## src/rtl/map_access_arbiter_pkg.sv

```systemverilog
// map_access_arbiter_pkg: shared tile-map geometry, client FSM states and the xy address map.
package map_access_arbiter_pkg;
  localparam int COLS = 40;
  localparam int ROWS = 30;
  localparam int AW = 11;
  typedef enum logic [2:0] {C_IDLE, C_PEND, C_ISSUE, C_DATA, C_HOLD} client_state_t;
  function automatic logic [AW-1:0] xy_to_addr(input logic [5:0] x, input logic [5:0] y);
    return ({5'd0, y} << 5) + ({5'd0, y} << 3) + {5'd0, x};
  endfunction
  function automatic logic in_range(input logic [5:0] x, input logic [5:0] y);
    return x < 6'(COLS) && y < 6'(ROWS);
  endfunction
endpackage

```

## src/rtl/map_access_arbiter_client.sv

```systemverilog
// map_client_port: one client's get/update handshake FSM with its starvation counter.
module map_client_port
  import map_access_arbiter_pkg::*;
#(
  parameter int unsigned STARVE_LIMIT = 64
) (
  input  logic          px_clk,
  input  logic          rst,
  input  logic          get,
  input  logic          update,
  input  logic [5:0]    posx,
  input  logic [5:0]    posy,
  input  logic [7:0]    wdata,
  input  logic          grant,
  input  logic [7:0]    ram_rdata,
  output logic          pend,
  output logic          starved,
  output logic          wr,
  output logic          inrange,
  output logic [AW-1:0] addr,
  output logic [7:0]    req_wdata,
  output logic [7:0]    rdata,
  output logic          ready
);
  localparam int CW = $clog2(STARVE_LIMIT + 1);
  client_state_t state, state_n;
  logic [CW-1:0] cnt;
  logic hold_seen;
  always_ff @(posedge px_clk) begin
    if (rst) begin
      state <= C_IDLE;
      cnt <= '0;
      hold_seen <= 1'b0;
      wr <= 1'b0;
      inrange <= 1'b0;
      addr <= '0;
      req_wdata <= '0;
      rdata <= '0;
    end else begin
      state <= state_n;
      cnt <= (state != C_PEND || grant) ? '0 : cnt + CW'(!starved);
      hold_seen <= state == C_HOLD;
      if (state == C_IDLE && (get || update)) begin
        wr <= update;
        inrange <= in_range(posx, posy);
        addr <= xy_to_addr(posx, posy);
        req_wdata <= wdata;
      end
      if (state == C_DATA) rdata <= inrange ? ram_rdata : 8'd0;
    end
  end
  always_comb begin
    state_n = state;
    case (state)
      C_IDLE:  state_n = (get || update) ? C_PEND : C_IDLE;
      C_PEND:  state_n = grant ? (wr ? C_HOLD : C_ISSUE) : C_PEND;
      C_ISSUE: state_n = C_DATA;
      C_DATA:  state_n = C_HOLD;
      C_HOLD:  state_n = (get || update) ? C_HOLD : C_IDLE;
      default: state_n = C_IDLE;
    endcase
  end
  always_comb begin
    pend = state == C_PEND;
    starved = pend && cnt == CW'(STARVE_LIMIT);
    ready = state == C_HOLD && !hold_seen;
  end
endmodule

```

## src/rtl/map_access_arbiter.sv

```systemverilog
// map_access_arbiter: single-port tile-map RAM shared by display fetch and two client ports.
module map_access_arbiter
  import map_access_arbiter_pkg::*;
#(
  parameter int unsigned STARVE_LIMIT = 64
) (
  input  logic          px_clk,
  input  logic          rst,
  input  logic          disp_req,
  input  logic [5:0]    disp_x,
  input  logic [5:0]    disp_y,
  output logic [7:0]    disp_data,
  output logic          disp_valid,
  output logic          disp_miss,
  input  logic          a_get,
  input  logic          a_update,
  input  logic [5:0]    a_posx,
  input  logic [5:0]    a_posy,
  input  logic [7:0]    a_wdata,
  output logic [7:0]    a_rdata,
  output logic          a_ready,
  input  logic          b_get,
  input  logic [5:0]    b_posx,
  input  logic [5:0]    b_posy,
  output logic [7:0]    b_rdata,
  output logic          b_ready,
  output logic          busy,
  output logic [AW-1:0] ram_addr,
  output logic          ram_we,
  output logic [7:0]    ram_wdata,
  input  logic [7:0]    ram_rdata
);
  logic disp_req_q, dq_in, v1, v2, in1, in2, m1, m2, rr;
  logic [AW-1:0] dq_addr, a_addr, b_addr, sel_addr;
  logic a_pend, b_pend, a_starved, b_starved, a_wr, b_wr, a_in, b_in;
  logic ga, gb, steal, g_any, sel_wr, sel_in;
  logic [7:0] a_wd, b_wd, sel_wd;
  map_client_port #(.STARVE_LIMIT(STARVE_LIMIT)) u_a (
    .px_clk(px_clk), .rst(rst), .get(a_get), .update(a_update), .posx(a_posx), .posy(a_posy),
    .wdata(a_wdata), .grant(ga), .ram_rdata(ram_rdata), .pend(a_pend), .starved(a_starved),
    .wr(a_wr), .inrange(a_in), .addr(a_addr), .req_wdata(a_wd), .rdata(a_rdata), .ready(a_ready)
  );
  map_client_port #(.STARVE_LIMIT(STARVE_LIMIT)) u_b (
    .px_clk(px_clk), .rst(rst), .get(b_get), .update(1'b0), .posx(b_posx), .posy(b_posy),
    .wdata(8'd0), .grant(gb), .ram_rdata(ram_rdata), .pend(b_pend), .starved(b_starved),
    .wr(b_wr), .inrange(b_in), .addr(b_addr), .req_wdata(b_wd), .rdata(b_rdata), .ready(b_ready)
  );
  // rr=0 favours A on a tie; a starved client outranks display for one slot
  always_comb begin
    steal = a_starved | b_starved;
    ga = steal ? a_starved & (!b_starved | !rr) : !disp_req_q & a_pend & (!b_pend | !rr);
    gb = steal ? b_starved & (!a_starved | rr) : !disp_req_q & b_pend & (!a_pend | rr);
    g_any = ga | gb;
    sel_addr = ga ? a_addr : b_addr;
    sel_wr = ga ? a_wr : b_wr;
    sel_in = ga ? a_in : b_in;
    sel_wd = ga ? a_wd : b_wd;
    busy = !steal & disp_req_q;
  end
  always_ff @(posedge px_clk) begin
    if (rst) begin
      disp_req_q <= 1'b0;
      dq_in <= 1'b0;
      dq_addr <= '0;
      v1 <= 1'b0;
      v2 <= 1'b0;
      in1 <= 1'b0;
      in2 <= 1'b0;
      m1 <= 1'b0;
      m2 <= 1'b0;
      rr <= 1'b0;
      ram_addr <= '0;
      ram_we <= 1'b0;
      ram_wdata <= '0;
    end else begin
      disp_req_q <= disp_req;
      dq_in <= in_range(disp_x, disp_y);
      dq_addr <= xy_to_addr(disp_x, disp_y);
      v1 <= busy;
      in1 <= dq_in;
      m1 <= steal & disp_req_q;
      v2 <= v1;
      in2 <= in1;
      m2 <= m1;
      ram_we <= g_any & sel_wr & sel_in;
      if (busy & dq_in) ram_addr <= dq_addr;
      else if (g_any & sel_in) ram_addr <= sel_addr;
      if (g_any & sel_wr & sel_in) ram_wdata <= sel_wd;
      if (g_any) rr <= ga;
    end
  end
  assign disp_valid = v2;
  assign disp_miss = m2;
  assign disp_data = (v2 & in2) ? ram_rdata : 8'd0;
endmodule
```

## config.mk

```make
export PLATFORM = sky130hd
export DESIGN_NAME = map_access_arbiter
export DESIGN_NICKNAME = d
export VERILOG_FILES = /design/src/rtl/map_access_arbiter_pkg.sv /design/src/rtl/map_access_arbiter_client.sv /design/src/rtl/map_access_arbiter.sv
export SDC_FILE = /design/constraint.sdc
export NUM_CORES = 1
export LEC_CHECK = 0
export CAP_MARGIN = 5
export CORE_MARGIN = 8
export CORE_UTILIZATION = 47
export CTS_CLUSTER_DIAMETER = 60
export DETAILED_ROUTE_END_ITERATION = 6
export HOLD_SLACK_MARGIN = 0.08
export PLACE_DENSITY = 0.74
export SLEW_MARGIN = 20
export SYNTH_ARGS = -nofsm -noshare
export SYNTH_HDL_FRONTEND = slang
export SYNTH_SLANG_ARGS = --single-unit
```

## constraint.sdc

```tcl
create_clock -name px_clk -period 2.64 [get_ports px_clk]
set_input_delay 0.396 -clock px_clk [delete_from_list [all_inputs] [get_ports px_clk]]
set_output_delay 0.396 -clock px_clk [all_outputs]
set_load 0.03 [all_outputs]
```

* Word-level counts from Yosys, hierarchy flattened
Index checks and enable logic that the tools add are counted.
** Operators by class
- Add/subtract/negate cells :: 8
- Magnitude comparators :: 6
- Eq/ne operators :: 12
- Multiplexer cells :: 20
- Bitwise logic cells :: 19
- Reduce and logical (&&, ||, !) cells :: 26
** Operator list (count)
- adder 11 x 6 -> 11 bit :: 3
- adder 11 x 9 -> 11 bit :: 3
- 2-to-1 mux 11 bit :: 3
- 2-to-1 mux 8 bit :: 4
- case mux 3 bit (5 select lines) :: 2
- < comparator 6 x 5 -> 1 bit, second input constant :: 3
- < comparator 6 bit, second input constant :: 3
- adder 7 x 1 -> 7 bit :: 2
- == test 7 bit, second input constant :: 2
- AND 1 bit :: 13
- == test 3 x 2 -> 1 bit, second input constant :: 4
- 2-to-1 mux 3 bit :: 4
- logical AND 1 bit :: 9
- zero test 1 bit :: 9
- == test 3 x 1 -> 1 bit, second input constant :: 2
- == test 3 bit, second input constant :: 2
- zero test 3 bit :: 2
- 2-to-1 mux 1 bit :: 6
- inequality test 3 x 1 -> 1 bit, second input constant :: 2
- bitwise OR 1 bit :: 6
- OR reduction 2 bit :: 2
- logical OR 1 bit :: 3
- 2-to-1 mux 2 bit :: 1
- nonzero test 2 bit :: 1
** Word-level totals
- Bits in registers :: 111
- Bits of input ports :: 58
- Output and inout bits :: 49
- Word-level logic and storage cells :: 118

* Longest topological paths before layout
- Depth in word-level cells :: 10
- Gate-level depth with buffers :: 10
- Gate-level depth less buffers :: 10

* Hierarchy
Synthesis repeated with hierarchy kept, for this count alone.
** Second synthesis, totals
- Cells, all modules :: 728
- Area total of the unflattened synthesis :: 6123.4 um2
** By module, submodules not included
- map_client_port :: times used 2, cells each 233, area an instance 1913.1 um2, seq. area each 800.8 um2
- map_access_arbiter :: times used 1, cells each 262, area an instance 2297.2 um2, seq. area each 800.8 um2

* Worst setup path before layout
Ideal clock, no wire load.
- Path type :: register -> register
- From :: register u_a.cnt[0]
- To :: register ram_addr[10]
- Setup time :: 121 ps
- Data arrival time :: 2522 ps
- Required time :: 2519 ps
- Setup slack :: -3 ps
- Stages on the path, launching flop included :: 10
- Path buffers :: 1
- Clock period less this slack :: 2643 ps
- Cells stage by stage :: dfxtp_1 inv_1 ha_1 or4b_1 or2_1 maj3_2 a21oi_1 o311a_1 buf_2 mux2_2
** Between the ends
- Longest elaborated chain between the ends :: 9
- Elaborated cells between the ends (all ways) :: 19
- Classes of those cells :: eq/ne: 1; mux: 6; bitwise: 8; reduce/logical: 4
** RTL lines
- from (decl) :: RTL line map_access_arbiter_client.sv:27 : logic [CW-1:0] cnt;
- from (signal assigned) :: RTL line map_access_arbiter_client.sv:41 : cnt <= (state != C_PEND || grant) ? '0 : cnt + CW'(!starved);
- == test 7 bit (*) :: RTL line map_access_arbiter_client.sv:65 : starved = pend && cnt == CW'(STARVE_LIMIT);
- logical AND 1 bit (*) :: RTL line map_access_arbiter_client.sv:65
- zero test 1 bit :: RTL line map_access_arbiter.sv:52 : gb = steal ? b_starved & (!a_starved | rr) : !disp_req_q & b_pend & (!a_pend | rr);
- bitwise OR 1 bit :: RTL line map_access_arbiter.sv:52
- AND 1 bit :: RTL line map_access_arbiter.sv:52
- 2-to-1 mux 1 bit :: RTL line map_access_arbiter.sv:52
- bitwise OR 1 bit :: RTL line map_access_arbiter.sv:53 : g_any = ga | gb;
- AND 1 bit :: RTL line map_access_arbiter.sv:87 : else if (g_any & sel_in) ram_addr <= sel_addr;
- nonzero test 2 bit (no source line)
- to (signal assigned) :: RTL line map_access_arbiter.sv:86 : if (busy & dq_in) ram_addr <= dq_addr;
- to (signal assigned) :: RTL line map_access_arbiter.sv:87
- to (decl) :: RTL line map_access_arbiter.sv:28 : output logic [AW-1:0] ram_addr,
Every way passes the cells marked *; elsewhere a longest branch is shown, timed or not. The select of a mux whose other input is x is not followed.
A chain may end at the register's enable or synchronous reset.

* Final worst setup path
- From :: register u_a.cnt[1]
- To :: register ram_addr[6]
The elaborated chain is that of the path after synthesis.

==> flow_summary_export.csv <==
group,metric,value,unit
sta,setup_ws,-0.0899,ns
floorplanning,die_area,15100,um^2
finish,layout-area-overhead-vs-synth,38.7,%
yosys,synthesis.area,5360,um^2
job,drv_cap,0,
sta,finalHoldViolCount,0,
sta,finalSetupViolCount,19,
setup_path,cp-start-kind,"register",
yosys,synth.most_common_cell,"dfxtp_1",
grt,antenna_found_initial,0,
power_and_ir_drop,combPwrFrac,24.8,%
yosys,synth_fp_nets,709,
finish,design_area,7430,um^2
grt,grt_pass1_vias,4616,
yosys,ys.flop_type,"dfxtp_1",
clocking,cts_made_buffers,9,
clocking,tritoncts,"built",
detailed_routing,wl,13.9,mm
yosys,yosys-top-cells-count,"111 x dfxtp_1, 69 x nand2_1, 64 x nor2_1",
setup_path,timing.rr.end,"ram_addr[6]",
floorplanning,fp.dieH,123,um
power_and_ir_drop,power_frac_clock,30.8,%
placed_design,globalplace.congestion,0.856,
finish,antenna_cells,0,
clocking,path_clk_slew,0.07,ns
sta,skew,0.00934,ns
yosys,ys_seq_area_share,41.5,%
yosys,synthTopCellsByArea,"dfxtp_1 41%, ha_1 9.1%, a21oi_1 4.9%",
yosys,synth_top_area_cell,"dfxtp_1",
power_and_ir_drop,p_sw,1.21,mW
yosys,ys_ff_latch,111,
setup_path,worst-path-max-fanout,7,
setup_path,worstPathArrival,3.01,ns
clocking,cts-root-buf,"clkbuf_16",
finish,instances_no_fill,885,
floorplanning,coreArea,11300,um^2
placed_design,dp_hpwl,9.94,mm
yosys,synthDistinctLibCells,46,
worst_hold_path,hp-class,"register to register",
sta,whs,0.437,ns
sta,max_slew_margin,43.1,%
power_and_ir_drop,swShare,28.8,%
yosys,netlist_instances,606,
setup_path,worstSetupEndpointType,"register",
setup_path,setup.worst_path.class,"register to register",
floorplanning,io_pins,107,
clocking,numClockSinks,111,
power_and_ir_drop,finalPower,4.22,mW
yosys,async_reset_ff_share,0,%
worst_hold_path,whs_path_depth,1,
yosys,synth_edf_count,0,
floorplanning,start_util,47.5,%
yosys,synth_top_cell_area_share,41.5,%
finish,n_fill_cell,923,
placed_design,dp_cells,867,
grt,grt.total_usage,17.2,%
worst_hold_path,min-delay-start,"v1",
placed_design,place_area,6850,um^2
detailed_routing,dr.pass1.iters,5,
sta,fin_crit,2.73,ns
power_and_ir_drop,leakage,3.02,nW
sta,fmax,366,MHz
detailed_routing,vias,4710,
outcome,failed_checks,"negative setup slack",
sta,slew_viol_final,0,
grt,grt_remaining_overflow,0,
power_and_ir_drop,vdd_drop_max,0.427,mV
yosys,ys_warn_count,0,
clocking,insertion_delay,0.34,ns
worst_hold_path,holdPathEnd,"disp_valid",
detailed_routing,wl_per_cell,15.7,um
setup_path,cp.required,2.92,ns
power_and_ir_drop,power_frac_seq,44.3,%
sta,min_period_over_period,103,%
grt,grt_pass1_wl,21.2,mm
setup_path,reg2regPathDepth,10,
setup_path,timing.rr.start,"u_a.cnt[1]",
finish,layout.nets,842,
finish,fin_util,65.9,%
grt,grt_max_degree,44,
floorplanning,rows,39,
sta,tightest_slew,0.854,ns
clocking,cts_max_level,3,
outcome,status,"complete, but fails checks",
placed_design,port_buffers,106,
detailed_routing,ant_nets,0,
detailed_routing,drtIter0Drc,298,
power_and_ir_drop,intPower,3.01,mW
yosys,synth.avg_cell_area,8.84,um^2
floorplanning,die_w,123,um
sta,rsz0062_at_grt,"true",
clocking,cts_buffer_depth,2,
detailed_routing,drc_errors,0,
finish,final_layout_size_suffix_gt1_share,15.1,%
detailed_routing,vias_per_cell,5.32,
power_and_ir_drop,p_per_area,568,nW/um^2
setup_path,reg2reg_slack,-0.09,ns
## kinds of logic after synthesis
family	count (synthesis)	synth area share, %
muxes	19	3.81
and+or+nand+nor	221	19.6
AOI/OAI and AO/OA	119	14.9
xor gates and xnor gates	25	4.09
adders and majority gates	46	11.6
DFF	111	41.5
buffers and inverters	65	4.58
## area by class of cell
cell class | instances | area [um^2] | area share, %
clock buffer | 10 | 229 | 3.08
clock inverter | 4 | 48.8 | 0.657
inverter | 33 | 124 | 1.67
multi-input combinational | 431 | 3150 | 42.3
sequential | 111 | 2220 | 29.9
tap | 143 | 179 | 2.41
timing repair buffer | 153 | 1480 | 19.9
## worst max-delay path by stage
stage          startpoint      endpoint  slack [ns]
2_1_floorplan  u_a.cnt[0]  ram_wdata[0]        0.03
3_3_place_gp    b_posx[5]  u_b.addr[10]       -0.27
3_5_place_dp    a_posx[5]  u_a.addr[10]       -0.33
4_1_cts        u_a.cnt[1]   ram_addr[7]       -0.05
5_1_grt        u_a.cnt[0]   ram_addr[9]       -0.19
6_report       u_a.cnt[1]   ram_addr[6]       -0.09
## per-layer routing
layer,up-vias,share of wire [%],track usage (%)
li1,2344,-,-
met1,2234,43,20.7
met2,114,50,30.6
met3,18,4.9,3.54
met4,0,1.8,4.49
met5,-,0,0
## stage by stage
stage                     setup TNS, ns  worst slack, ns
after floorplan                       0           0.0259
after detailed placement          -5.19           -0.327
after CTS                        -0.461          -0.0543
final                            -0.837          -0.0899
after global routing              -2.53           -0.190
after global placement            -3.55           -0.265
## registers in the layout, summed over array words and instances, names as in the netlist, 3 cells and up
register,cells
u_a.cnt,7
dq_addr,11
u_b.cnt,7
ram_wdata,8
u_a.addr,11
u_a.rdata,8
ram_addr,11
u_b.state,3
u_a.state,3
u_b.rdata,8
u_a.req_wdata,8
u_b.addr,11
## critical path, cell delays in order (launching register included)
cell and delay (ns):
dfxtp_2 0.33, inv_2 0.05, ha_1 0.11, or4b_4 0.45, or2_4 0.27, maj3_2 0.34
buf_4 0.17, a21o_4 0.24, buf_4 0.18, a2111oi_2 0.33, mux2_1 0.19
## power groups by stage
stage          combinational [mW]  clock (mW)  sequential [mW]
6_report                     1.05        1.30             1.87
5_1_grt                      1.15        1.39             1.88
3_5_place_dp                0.898           0             1.90
3_3_place_gp                0.876           0             1.89
4_1_cts                     0.932        1.32             1.86
2_1_floorplan               0.543           0             1.88
## layout by cell type, fill, tap and decap left out, drive strengths merged, types with 16 or more instances in the layout
cell	count
nand2	69
ha	39
a211oi	16
buf	48
nor2	64
inv	33
clkdlybuf4s50	104
a21oi	52
nor2b	25
dfxtp	111
## timing repair
action,4_1_cts,5_1_grt
pin swaps,1,20
setup endpoints to repair,20,31
gates cloned,0,2
hold endpoints to repair,0,0
buffers inserted,0,3
hold buffers,0,0
gates resized for setup,16,44
(Power assumes the default switching activity.)
